===== src/rtl/decrypt_pkg.sv =====
// Shared types and constants for the decryption dispatcher and its output mux.
package decrypt_pkg;

  typedef enum logic [2:0] {
    StIdle,
    StLoad,
    StDiscard,
    StWaitStart,
    StDrain
  } state_e;

  typedef enum logic [1:0] {
    ErrEmpty    = 2'd0,
    ErrBadSel   = 2'd1,
    ErrOverflow = 2'd2,
    ErrEngine   = 2'd3
  } err_code_e;

  localparam int unsigned CAESAR  = 0;
  localparam int unsigned SCYTALE = 1;
  localparam int unsigned ZIGZAG  = 2;

  localparam logic [7:0] DEFAULT_START_TOKEN = 8'hFA;

endpackage


===== src/rtl/dispatch_out_mux.sv =====
// Registered select of the active engine's output stream, plus a count of characters
// delivered on data_o/valid_o since the last clear.
module dispatch_out_mux #(
  parameter int unsigned D_WIDTH     = 8,
  parameter int unsigned NUM_ENGINES = 3,
  parameter int unsigned CNT_WIDTH   = 6
) (
  input  logic                           clk,
  input  logic                           rst_n,
  input  logic                           en_i,
  input  logic                           clr_i,
  input  logic [1:0]                     sel_i,
  input  logic [NUM_ENGINES*D_WIDTH-1:0] eng_data_i,
  input  logic [NUM_ENGINES-1:0]         eng_valid_i,
  output logic [D_WIDTH-1:0]             data_o,
  output logic                           valid_o,
  output logic [CNT_WIDTH-1:0]           cnt_next_o
);

  logic [D_WIDTH-1:0]   data_q, data_d;
  logic                 valid_q, valid_d;
  logic [CNT_WIDTH-1:0] cnt_q, cnt_d;

  always_comb begin
    data_d  = '0;
    valid_d = 1'b0;
    cnt_d   = cnt_q;
    if (clr_i) begin
      cnt_d = '0;
    end
    if (en_i && (32'(sel_i) < NUM_ENGINES)) begin
      data_d  = eng_data_i[32'(sel_i)*D_WIDTH +: D_WIDTH];
      valid_d = eng_valid_i[sel_i];
      if (valid_d) begin
        cnt_d = cnt_q + CNT_WIDTH'(1);
      end
    end
  end

  always_ff @(posedge clk) begin
    if (!rst_n) begin
      data_q  <= '0;
      valid_q <= 1'b0;
      cnt_q   <= '0;
    end else begin
      data_q  <= data_d;
      valid_q <= valid_d;
      cnt_q   <= cnt_d;
    end
  end

  assign data_o     = data_q;
  assign valid_o    = valid_q;
  assign cnt_next_o = cnt_d;

endmodule


===== src/rtl/decryption_dispatcher.sv =====
// Front-end sequencer: loads one message into the selected decryption engine, waits for it
// to run, and merges its output stream back onto a single port with done/error reporting.
module decryption_dispatcher
  import decrypt_pkg::*;
#(
  parameter int unsigned    D_WIDTH                = 8,
  parameter int unsigned    KEY_WIDTH              = 16,
  parameter int unsigned    NUM_ENGINES            = 3,
  parameter int unsigned    MAX_NOF_CHARS          = 50,
  parameter logic [D_WIDTH-1:0] START_DECRYPTION_TOKEN = D_WIDTH'(DEFAULT_START_TOKEN),
  parameter int unsigned    START_TIMEOUT          = 4
) (
  input  logic                           clk,
  input  logic                           rst_n,
  input  logic [D_WIDTH-1:0]             data_i,
  input  logic                           valid_i,
  input  logic [1:0]                     sel_i,
  input  logic [KEY_WIDTH-1:0]           key_i,
  output logic                           ready_o,
  output logic [D_WIDTH-1:0]             eng_data_o,
  output logic [NUM_ENGINES-1:0]         eng_valid_o,
  output logic [KEY_WIDTH-1:0]           eng_key_o,
  input  logic [NUM_ENGINES-1:0]         eng_busy_i,
  input  logic [NUM_ENGINES*D_WIDTH-1:0] eng_data_i,
  input  logic [NUM_ENGINES-1:0]         eng_valid_i,
  output logic [D_WIDTH-1:0]             data_o,
  output logic                           valid_o,
  output logic                           done_o,
  output logic                           err_o,
  output logic [1:0]                     err_code_o
);

  localparam int unsigned CntW = $clog2(MAX_NOF_CHARS + 1);
  localparam int unsigned TmoW = $clog2(START_TIMEOUT + 1);

  state_e               state_q, state_d;
  logic                 ready_q, ready_d;
  logic [1:0]           sel_q, sel_d;
  logic [KEY_WIDTH-1:0] key_q, key_d;
  logic [CntW-1:0]      in_cnt_q, in_cnt_d;
  logic                 ovf_q, ovf_d;
  logic [TmoW-1:0]      tmo_q, tmo_d;
  logic [D_WIDTH-1:0]   eng_data_q, eng_data_d;
  logic [NUM_ENGINES-1:0] eng_valid_q, eng_valid_d;
  logic                 err_q, err_d;
  err_code_e            err_code_q, err_code_d;
  logic                 done_q, done_d;

  logic                 accept;
  logic                 is_token;
  logic [CntW-1:0]      out_cnt_next;

  assign accept   = valid_i & ready_q;
  assign is_token = (data_i == START_DECRYPTION_TOKEN);

  always_comb begin
    state_d     = state_q;
    sel_d       = sel_q;
    key_d       = key_q;
    in_cnt_d    = in_cnt_q;
    ovf_d       = ovf_q;
    tmo_d       = tmo_q;
    eng_data_d  = '0;
    eng_valid_d = '0;
    err_d       = 1'b0;
    err_code_d  = ErrEmpty;
    done_d      = 1'b0;

    case (state_q)
      StIdle: begin
        if (accept) begin
          if (is_token) begin
            err_d      = 1'b1;
            err_code_d = ErrEmpty;
          end else if (32'(sel_i) >= NUM_ENGINES) begin
            err_d      = 1'b1;
            err_code_d = ErrBadSel;
            state_d    = StDiscard;
          end else begin
            sel_d       = sel_i;
            key_d       = key_i;
            eng_data_d  = data_i;
            eng_valid_d = NUM_ENGINES'(1) << sel_i;
            in_cnt_d    = CntW'(1);
            ovf_d       = 1'b0;
            state_d     = StLoad;
          end
        end
      end
      StLoad: begin
        if (accept) begin
          if (is_token) begin
            eng_data_d  = data_i;
            eng_valid_d = NUM_ENGINES'(1) << sel_q;
            tmo_d       = '0;
            state_d     = StWaitStart;
          end else if (in_cnt_q < CntW'(MAX_NOF_CHARS)) begin
            eng_data_d  = data_i;
            eng_valid_d = NUM_ENGINES'(1) << sel_q;
            in_cnt_d    = in_cnt_q + CntW'(1);
          end else if (!ovf_q) begin
            // Only the first dropped character of a message is reported.
            err_d      = 1'b1;
            err_code_d = ErrOverflow;
            ovf_d      = 1'b1;
          end
        end
      end
      StDiscard: begin
        if (accept && is_token) begin
          state_d = StIdle;
        end
      end
      StWaitStart: begin
        if (eng_busy_i[sel_q]) begin
          state_d = StDrain;
        end else if (tmo_q == TmoW'(START_TIMEOUT - 1)) begin
          err_d      = 1'b1;
          err_code_d = ErrEngine;
          state_d    = StIdle;
        end else begin
          tmo_d = tmo_q + TmoW'(1);
        end
      end
      StDrain: begin
        if (!eng_busy_i[sel_q]) begin
          // Include a character the engine hands over on the same cycle busy drops.
          if (out_cnt_next == in_cnt_q) begin
            done_d = 1'b1;
          end else begin
            err_d      = 1'b1;
            err_code_d = ErrEngine;
          end
          state_d = StIdle;
        end
      end
      default: begin
        state_d = StIdle;
      end
    endcase

    ready_d = (state_d == StIdle) || (state_d == StLoad) || (state_d == StDiscard);
  end

  always_ff @(posedge clk) begin
    if (!rst_n) begin
      state_q     <= StIdle;
      ready_q     <= 1'b1;
      sel_q       <= '0;
      key_q       <= '0;
      in_cnt_q    <= '0;
      ovf_q       <= 1'b0;
      tmo_q       <= '0;
      eng_data_q  <= '0;
      eng_valid_q <= '0;
      err_q       <= 1'b0;
      err_code_q  <= ErrEmpty;
      done_q      <= 1'b0;
    end else begin
      state_q     <= state_d;
      ready_q     <= ready_d;
      sel_q       <= sel_d;
      key_q       <= key_d;
      in_cnt_q    <= in_cnt_d;
      ovf_q       <= ovf_d;
      tmo_q       <= tmo_d;
      eng_data_q  <= eng_data_d;
      eng_valid_q <= eng_valid_d;
      err_q       <= err_d;
      err_code_q  <= err_code_d;
      done_q      <= done_d;
    end
  end

  dispatch_out_mux #(
    .D_WIDTH    (D_WIDTH),
    .NUM_ENGINES(NUM_ENGINES),
    .CNT_WIDTH  (CntW)
  ) u_out_mux (
    .clk        (clk),
    .rst_n      (rst_n),
    .en_i       (state_q == StDrain),
    .clr_i      (state_q == StIdle),
    .sel_i      (sel_q),
    .eng_data_i (eng_data_i),
    .eng_valid_i(eng_valid_i),
    .data_o     (data_o),
    .valid_o    (valid_o),
    .cnt_next_o (out_cnt_next)
  );

  assign ready_o     = ready_q;
  assign eng_data_o  = eng_data_q;
  assign eng_valid_o = eng_valid_q;
  assign eng_key_o   = key_q;
  assign done_o      = done_q;
  assign err_o       = err_q;
  assign err_code_o  = err_code_q;

endmodule


===== config.mk =====
export PLATFORM = sky130hd
export DESIGN_NAME = decryption_dispatcher
export DESIGN_NICKNAME = d
export VERILOG_FILES = /design/src/rtl/decrypt_pkg.sv /design/src/rtl/dispatch_out_mux.sv /design/src/rtl/decryption_dispatcher.sv
export SDC_FILE = /design/constraint.sdc
export NUM_CORES = 1
export LEC_CHECK = 0
export ABC_CLOCK_PERIOD_IN_PS = 2300
export CAP_MARGIN = 20
export CORE_UTILIZATION = 45
export DETAILED_ROUTE_END_ITERATION = 6
export GPL_TIMING_DRIVEN = 0
export PLACE_DENSITY = 0.9
export SETUP_SLACK_MARGIN = 0.02
export SLEW_MARGIN = 25
export SYNTH_ARGS = -nofsm -noshare
export SYNTH_HDL_FRONTEND = slang
export SYNTH_SLANG_ARGS = --single-unit

===== constraint.sdc =====
create_clock -name clk -period 2.3 [get_ports clk]
set_clock_uncertainty 0.15 [all_clocks]
set_input_delay 0.23 -clock clk [delete_from_list [all_inputs] [get_ports clk]]
set_output_delay 0.23 -clock clk [all_outputs]
set_load 0.1 [all_outputs]

==> run metrics, run 1 <==
Commonest cells post-synth 62 x dfxtp_1, 50 x nand2_1, 40 x nor2_1, 15 x a21boi_0, 15 x a21oi_1; area grow syn2layout 49.79%; Mapped Cells 334; Starting DRT DRC Count 160; antenna violations before repair 0; Seq/Total Area, Yosys 42.39%; pre-CTS setup slack -0.2784 ns; crit path DAT 2.48 ns; FF-to-FF path depth 6; GR Overflow Total 0; reg2reg end done_o; Hold Crit Class in2reg; syn nets 397; gr usage total 24.70%; CP max FO 7; main combinational cell family by area after synthesis simple AND/OR/NAND/NOR gates; status finished with violations; Startpoint Class flip-flop; Final Hold Viols 0; Clk pwr share 35.6%; H-tree depth 3; CTS Buf Count 9; Power Density 652.8 mW/mm^2; largest net degree at the start of global routing 12; sw power 936.6 uW; hold path startpoint key_i[14]; NumNets Final 510; crit end category flip-flop; post-synthesis xor/xnor area fraction 3.547%; Worst VDD drop 0.0005064 V; switching portion of total power 32.72%; Synth Flop Type dfxtp_1; Slew Limit Fails 0; drt total wl 8294 microns; Initial Util 46.37%; Via density 5.478; Hold Slack 0.2680 ns; required time of the critical path 2.46 ns; std cell rows 29; top-count cell post-synth dfxtp_1; vias in the first global route 2,672; highest achievable clock rate 429.6 MHz; FFs w/ async S/R, synth 0%; CP Class reg2reg; RSZ-0062 raised after global routing yes; FF-to-FF setup slack -0.03 ns; antenna cells 0; mapped cell area 0.002928 sq mm; clock slew at reported path FFs 0.08 ns; Final min period 2.328 ns; Top Ports 100; TritonRoute pass-1 iters 4; Synth Register Bits 62; # DRC 0; Final ANT Viol Nets 0; area leader, netlist dfxtp_1; post-synthesis simple-gate area fraction 26.24%; Syn Area/Cell 8.766 sq um; adder-cell share of the synthesized area 1.709%; Die ar. 0.006833 sq mm; first-pass GRT wire length 12,450 microns; Port Buf Inserts 99; sequential share of power 39.9%; Pint 1.926 mW; clk buf depth 2; Slew HR 32.24%; max cap viols 0; P_leak 1.641 nW; WL/cell 15.68 microns; Reg2Reg Launch Point u_out_mux.cnt_q[2]; Synth Area in Compound Gates 17.82%; Die X 82.66 microns; Clock Tree Root clkbuf_8; hold buffers post-CTS 0; Detailed Place HPWL 5807 microns; CTS tree yes; RePlAce Congestion 0.9349; Die Ht 82.66 microns; Hold Crit Depth 3; DR vias 2,898; mux cell area share after synthesis 5.128%; clock sink count 62; largest cells by area after synthesis dfxtp_1 42%, nand2_1 6.4%, nor2_1 5.1%; share of cells above drive strength 1 12.83%; hold path endpoint eng_key_o[14]; Distinct cells, synth 57; Setup violations, final 3; logic gate share of total power 24.5%; number of enable flip-flop cells after synthesis 0; Final TNS setup -0.06335 ns; top cell type's share of synthesized area 42.39%; Final WS setup -0.02768 ns; actual slew at the worst max-slew pin 1.013 ns; Final Util 69.46%; period utilization 101.2%; failing checks negative setup slack; Core Footprint 0.006314 sq mm; synth warn 0; Skew-Pair Late Insertion Delay 0.36 ns
## worst max-delay path, cell delays in order, from the launching register on
cell	delay [ns]
dfxtp_1	0.47
nand3_1	0.20
or3_1	0.40
a31oi_2	0.30
xor2_1	0.16
nor4_4	0.35
and3_4	0.24
## timing repair
item / in CTS / in global routing
pin swaps: 3 / 5
gates resized for setup: 4 / 25
endpoints found under the setup margin: 13 / 29
setup buffers: 3 / 3
## cells in the final DEF (no fill, tap or decap), drive strengths merged, types with 2 or more instances in the layout
| cell | count |
|---|---|
| clkdlybuf4s50 | 98 |
| dfxtp | 62 |
| nand2 | 50 |
| nor2 | 41 |
| clkbuf | 22 |
| a21boi | 17 |
| a21oi | 16 |
| and2 | 12 |
| mux2i | 12 |
| nor2b | 11 |
| o21ai | 11 |
| buf | 10 |
| a31oi | 9 |
| xor2 | 8 |
| nor3 | 6 |
| a21o | 4 |
| nand3 | 4 |
| ha | 4 |
| nor3b | 4 |
| xnor2 | 3 |
| clkinvlp | 3 |
| nor4b | 3 |
| and3 | 3 |
| or3 | 3 |
| a22oi | 3 |
| inv | 2 |
| nand4 | 2 |
| o21bai | 2 |
| a41oi | 2 |
| o21a | 2 |
| mux2 | 2 |
| o31ai | 2 |
| o32ai | 2 |
| nor4 | 2 |
## power by group through the flow
stage / registers [mW] / clock network, mW / logic (mW)
after global routing: 1.15 / 1.06 / 0.742
after floorplan: 1.39 / 0 / 0.223
after global placement: 1.16 / 0 / 0.665
final: 1.14 / 1.02 / 0.701
after detailed placement: 1.16 / 0 / 0.678
after CTS: 1.14 / 1.02 / 0.680
## routing by layer
metal | up-vias | global-route usage, % | share of wire (%)
li1 | 1388 | - | -
met1 | 1380 | 28.63 | 39
met2 | 111 | 41.15 | 52
met3 | 19 | 6.374 | 6.1
met4 | 0 | 13.97 | 2.7
met5 | - | 0 | 0
## worst max path at each step
stage | from | to | slack [ns] | cells past startpoint
floorplan | sel_q[0] | done_o | 0.19 | 7
global placement | data_i[6] | eng_key_o[10] | -0.19 | 7
detailed placement | data_i[2] | eng_key_o[7] | -0.28 | 7
CTS | state_q[2] | err_o | 0.01 | 6
global route | u_out_mux.cnt_q[2] | done_o | -0.13 | 6
finish | u_out_mux.cnt_q[2] | done_o | -0.03 | 6
## cell type report
type | count | area (sq um)
buffer | 15 | 82.58
clock inverter | 5 | 57.56
timing repair buffer | 105 | 1039
multi-input combinational | 252 | 1705
fill | 468 | 1928
tap | 77 | 96.34
sequential | 62 | 1246
clock buffer | 11 | 151.4
inverter | 2 | 7.507
## registers in the layout (all words and copies together), names as in the netlist, 3 cells and up
| signal | count |
|---|---|
| state_q | 3 |
| eng_data_o | 8 |
| u_out_mux.data_o | 8 |
| eng_key_o | 16 |
| u_out_mux.cnt_q | 6 |
| eng_valid_o | 3 |
| in_cnt_q | 6 |
| tmo_q | 3 |
## stage by stage
stage               total power [mW]  instances  cell area, sq um
floorplan                      1.615        334              2929
global placement               1.825        510              4016
detailed placement             1.840        510              4016
CTS                            2.842        527              4255
global route                   2.954        529              4385
finish                         2.863        529              4385
## logic make-up (layout without fill, tap and decap cells)
kind of cell	after synthesis	after routing
AO/OA/AOI/OAI	74	74
AND/OR/NAND/NOR	149	149
XOR/XNOR	11	11
buffers and inverters	20	138
adder cells (fa/ha/maj)	4	4
flip-flops	62	62
multiplexers	14	14
(Power assumes the default switching activity.)
==> run 2, diff against run 1 <==
--- a/config.mk
+++ b/config.mk
@@ -12,7 +12,8 @@
 export GPL_TIMING_DRIVEN = 0
 export PLACE_DENSITY = 0.9
 export SETUP_SLACK_MARGIN = 0.02
-export SLEW_MARGIN = 25
+export SKIP_LAST_GASP = 1
+export SLEW_MARGIN = 20
 export SYNTH_ARGS = -nofsm -noshare
 export SYNTH_HDL_FRONTEND = slang
 export SYNTH_SLANG_ARGS = --single-unit
==> results of run 2 <==
Final layout, timing and power as in run 1 (identical DEF).
==> run 3, diff against run 2 <==
--- a/config.mk
+++ b/config.mk
@@ -7,10 +7,12 @@
 export LEC_CHECK = 0
 export ABC_CLOCK_PERIOD_IN_PS = 2300
 export CAP_MARGIN = 20
-export CORE_UTILIZATION = 45
+export CORE_UTILIZATION = 62
 export DETAILED_ROUTE_END_ITERATION = 6
+export DONT_BUFFER_PORTS = 1
 export GPL_TIMING_DRIVEN = 0
-export PLACE_DENSITY = 0.9
+export PLACE_DENSITY = 0.89
+export RECOVER_POWER = 50
 export SETUP_SLACK_MARGIN = 0.02
 export SKIP_LAST_GASP = 1
 export SLEW_MARGIN = 20
==> run 3 against run 2 <==
- the flow finishes with violations (design-rule violations)
- cell count down 17%
- worst hold slack worse by 0.26 ns
- largest power group unchanged
- non-clock buffer count down 62
- die area down 27%
- clock-buffer cell count up 4
- cell area down 16%
- first-iteration DRC count up 28%
- critical endpoint is now err_code_o[1]
- sequential cell count unchanged
- global-route usage up 6.8 points
- sequential share of layout area up 5.4 points
- critical path depth up 2
- combinational power down 48%
==> run metrics, run 3 (same netlist as run 1, synthesis figures left out) <==
Startpoint Class flip-flop; period utilization 98.31% (-2.9 points); Slew HR 33.65% (+1.4 points); # DRC 4 (+4); crit path from state_q[0]; std cell rows 24 (-17%); Clock Tree Root clkbuf_8; Via density 6.102 (+11%); Setup violations, final 0 (-3); clock sink count 62 (unchanged); drt total wl 8059 microns (-2.8%); reg2reg end err_code_o[1]; CP Class reg2reg; Power Density 717.3 mW/mm^2 (+9.9%); FF-to-FF setup slack 0.04 ns (+0.07 ns); actual slew at the worst max-slew pin 0.9940 ns (-0.01928 ns); Final Hold Viols 0 (unchanged); gr usage total 31.52% (+6.8 points); Worst VDD drop 0.0005967 V (+18%); Critical path destination err_code_o[1]; highest achievable clock rate 442.3 MHz (+2.9%); Starting DRT DRC Count 205 (+28%); pre-CTS setup slack -0.1006 ns (+0.1778 ns); clock slew at reported path FFs 0.07 ns (about the same); Final TNS setup 0 ns (+0.06335 ns); P_leak 1.416 nW (-14%); status finished with violations; WL/cell 18.27 microns (+17%); Initial Util 65.88% (+20 points); Hold Crit Class in2reg; Final ANT Viol Nets 0 (unchanged); Die ar. 0.005001 sq mm (-27%); antenna violations before repair 0 (unchanged); vias in the first global route 2,540 (-4.9%); Skew-Pair Late Insertion Delay 0.35 ns (about the same); RePlAce Congestion 0.9504 (+1.7%); number of flip-flops in the largest register 16 (unchanged); CP max FO 9 (+2); dpl cell area 0.002994 sq mm (-25%); Final WS setup 0.03896 ns (+0.06664 ns); GR Overflow Total 0 (unchanged); failing checks design-rule violations; Die Ht 70.72 microns (-14%); clk buf depth 2 (unchanged); Slew Limit Fails 0 (unchanged); Die X 70.72 microns (-14%); NumNets Final 448 (-12%); CTS Buf Count 9 (unchanged); Top Ports 100 (unchanged); Pwr Total 2.653 mW (-7.3%); RSZ-0062 raised after global routing yes; required time of the critical path 2.37 ns (-0.09 ns); CTS tree yes; Hold Slack 0.006785 ns (-0.2612 ns); area grow syn2layout 26.32%; crit path DAT 2.33 ns (-0.15 ns); DR vias 2,691 (-7.1%); Detailed Place HPWL 4678 microns (-19%); design area 0.003699 sq mm (-16%); H-tree depth 3 (unchanged); TritonRoute pass-1 iters 7 (+3); largest net degree at the start of global routing 11 (-1); first-pass GRT wire length 12,040 microns (-3.3%); Port Buf Inserts 0 (-100%); Core Footprint 0.004444 sq mm (-30%); most common cell after layout, fill and taps aside dfxtp_1; Reg2Reg Launch Point state_q[0]; Final min period 2.261 ns (-0.06664 ns); FF-to-FF path depth 8 (+2); antenna cells 0 (unchanged); max cap viols 0 (unchanged); crit end category flip-flop; share of cells above drive strength 1 13.88% (+1.0 points); most frequent cells in the layout 57 x dfxtp_1, 50 x nand2_1, 40 x nor2_1
==> run 3: final cells by class <==
type | instances | area [sq um]
Multi-Input combinational cell | 252 | 1694
Sequential cell | 62 | 1250
Clock buffer | 15 | 186.4
Buffer | 15 | 82.58
Tap cell | 52 | 65.06
Fill cell | 235 | 745.7
Inverter | 2 | 7.507
Timing Repair Buffer | 43 | 412.9
==> run 3: through the flow <==
step / utilization (%) / std cells
floorplan: - / 334
global placement: 67.37 / 386
detailed placement: 67.37 / 386
CTS: 80.46 / 438
global route: 83.22 / 441
finish: 83.22 / 441
==> run 3: critical path, cell delays in order (launching register included) <==
cell and delay (ns):
dfxtp_1 0.31, buf_6 0.14, nor4b_4 0.34, buf_4 0.18, a22oi_4 0.09, mux2i_4 0.21, xor2_2 0.17, nor4_4 0.37
a31oi_1 0.16
==> run 3: power by group <==
part           switching (mW)  total (mW)  internal (mW)
combinational           0.204       0.364          0.160
clock                   0.401       0.905          0.504
sequential              0.268        1.38           1.12
==> run 3: how the worst min path moves through the flow <==
stage | from | endpoint | cells past startpoint
final | eng_data_i[1] | u_out_mux.data_o[1] | 4
after global routing | eng_data_i[0] | u_out_mux.data_o[0] | 4
after CTS | eng_data_i[1] | u_out_mux.data_o[1] | 4
after detailed placement | data_i[5] | eng_data_o[5] | 1
after global placement | data_i[1] | eng_data_o[1] | 1
after floorplan | data_i[1] | eng_data_o[1] | 1
==> run 3: timing repair <==
action                                 4_1_cts  5_1_grt
setup endpoints to repair                   15       19
buffers inserted                             3        4
endpoints found under the hold margin       38        0
hold buffers                                36        0
pin swaps                                    4        6
resized for setup                            4       25
==> run 3: layer usage <==
metal | track usage [%] | part of all wire, % | vias up
li1 | - | - | 1261
met1 | 37.61 | 39 | 1269
met2 | 53.95 | 52 | 141
met3 | 9.259 | 7.1 | 20
met4 | 11.56 | 2.1 | 0
met5 | 0 | 0 | -
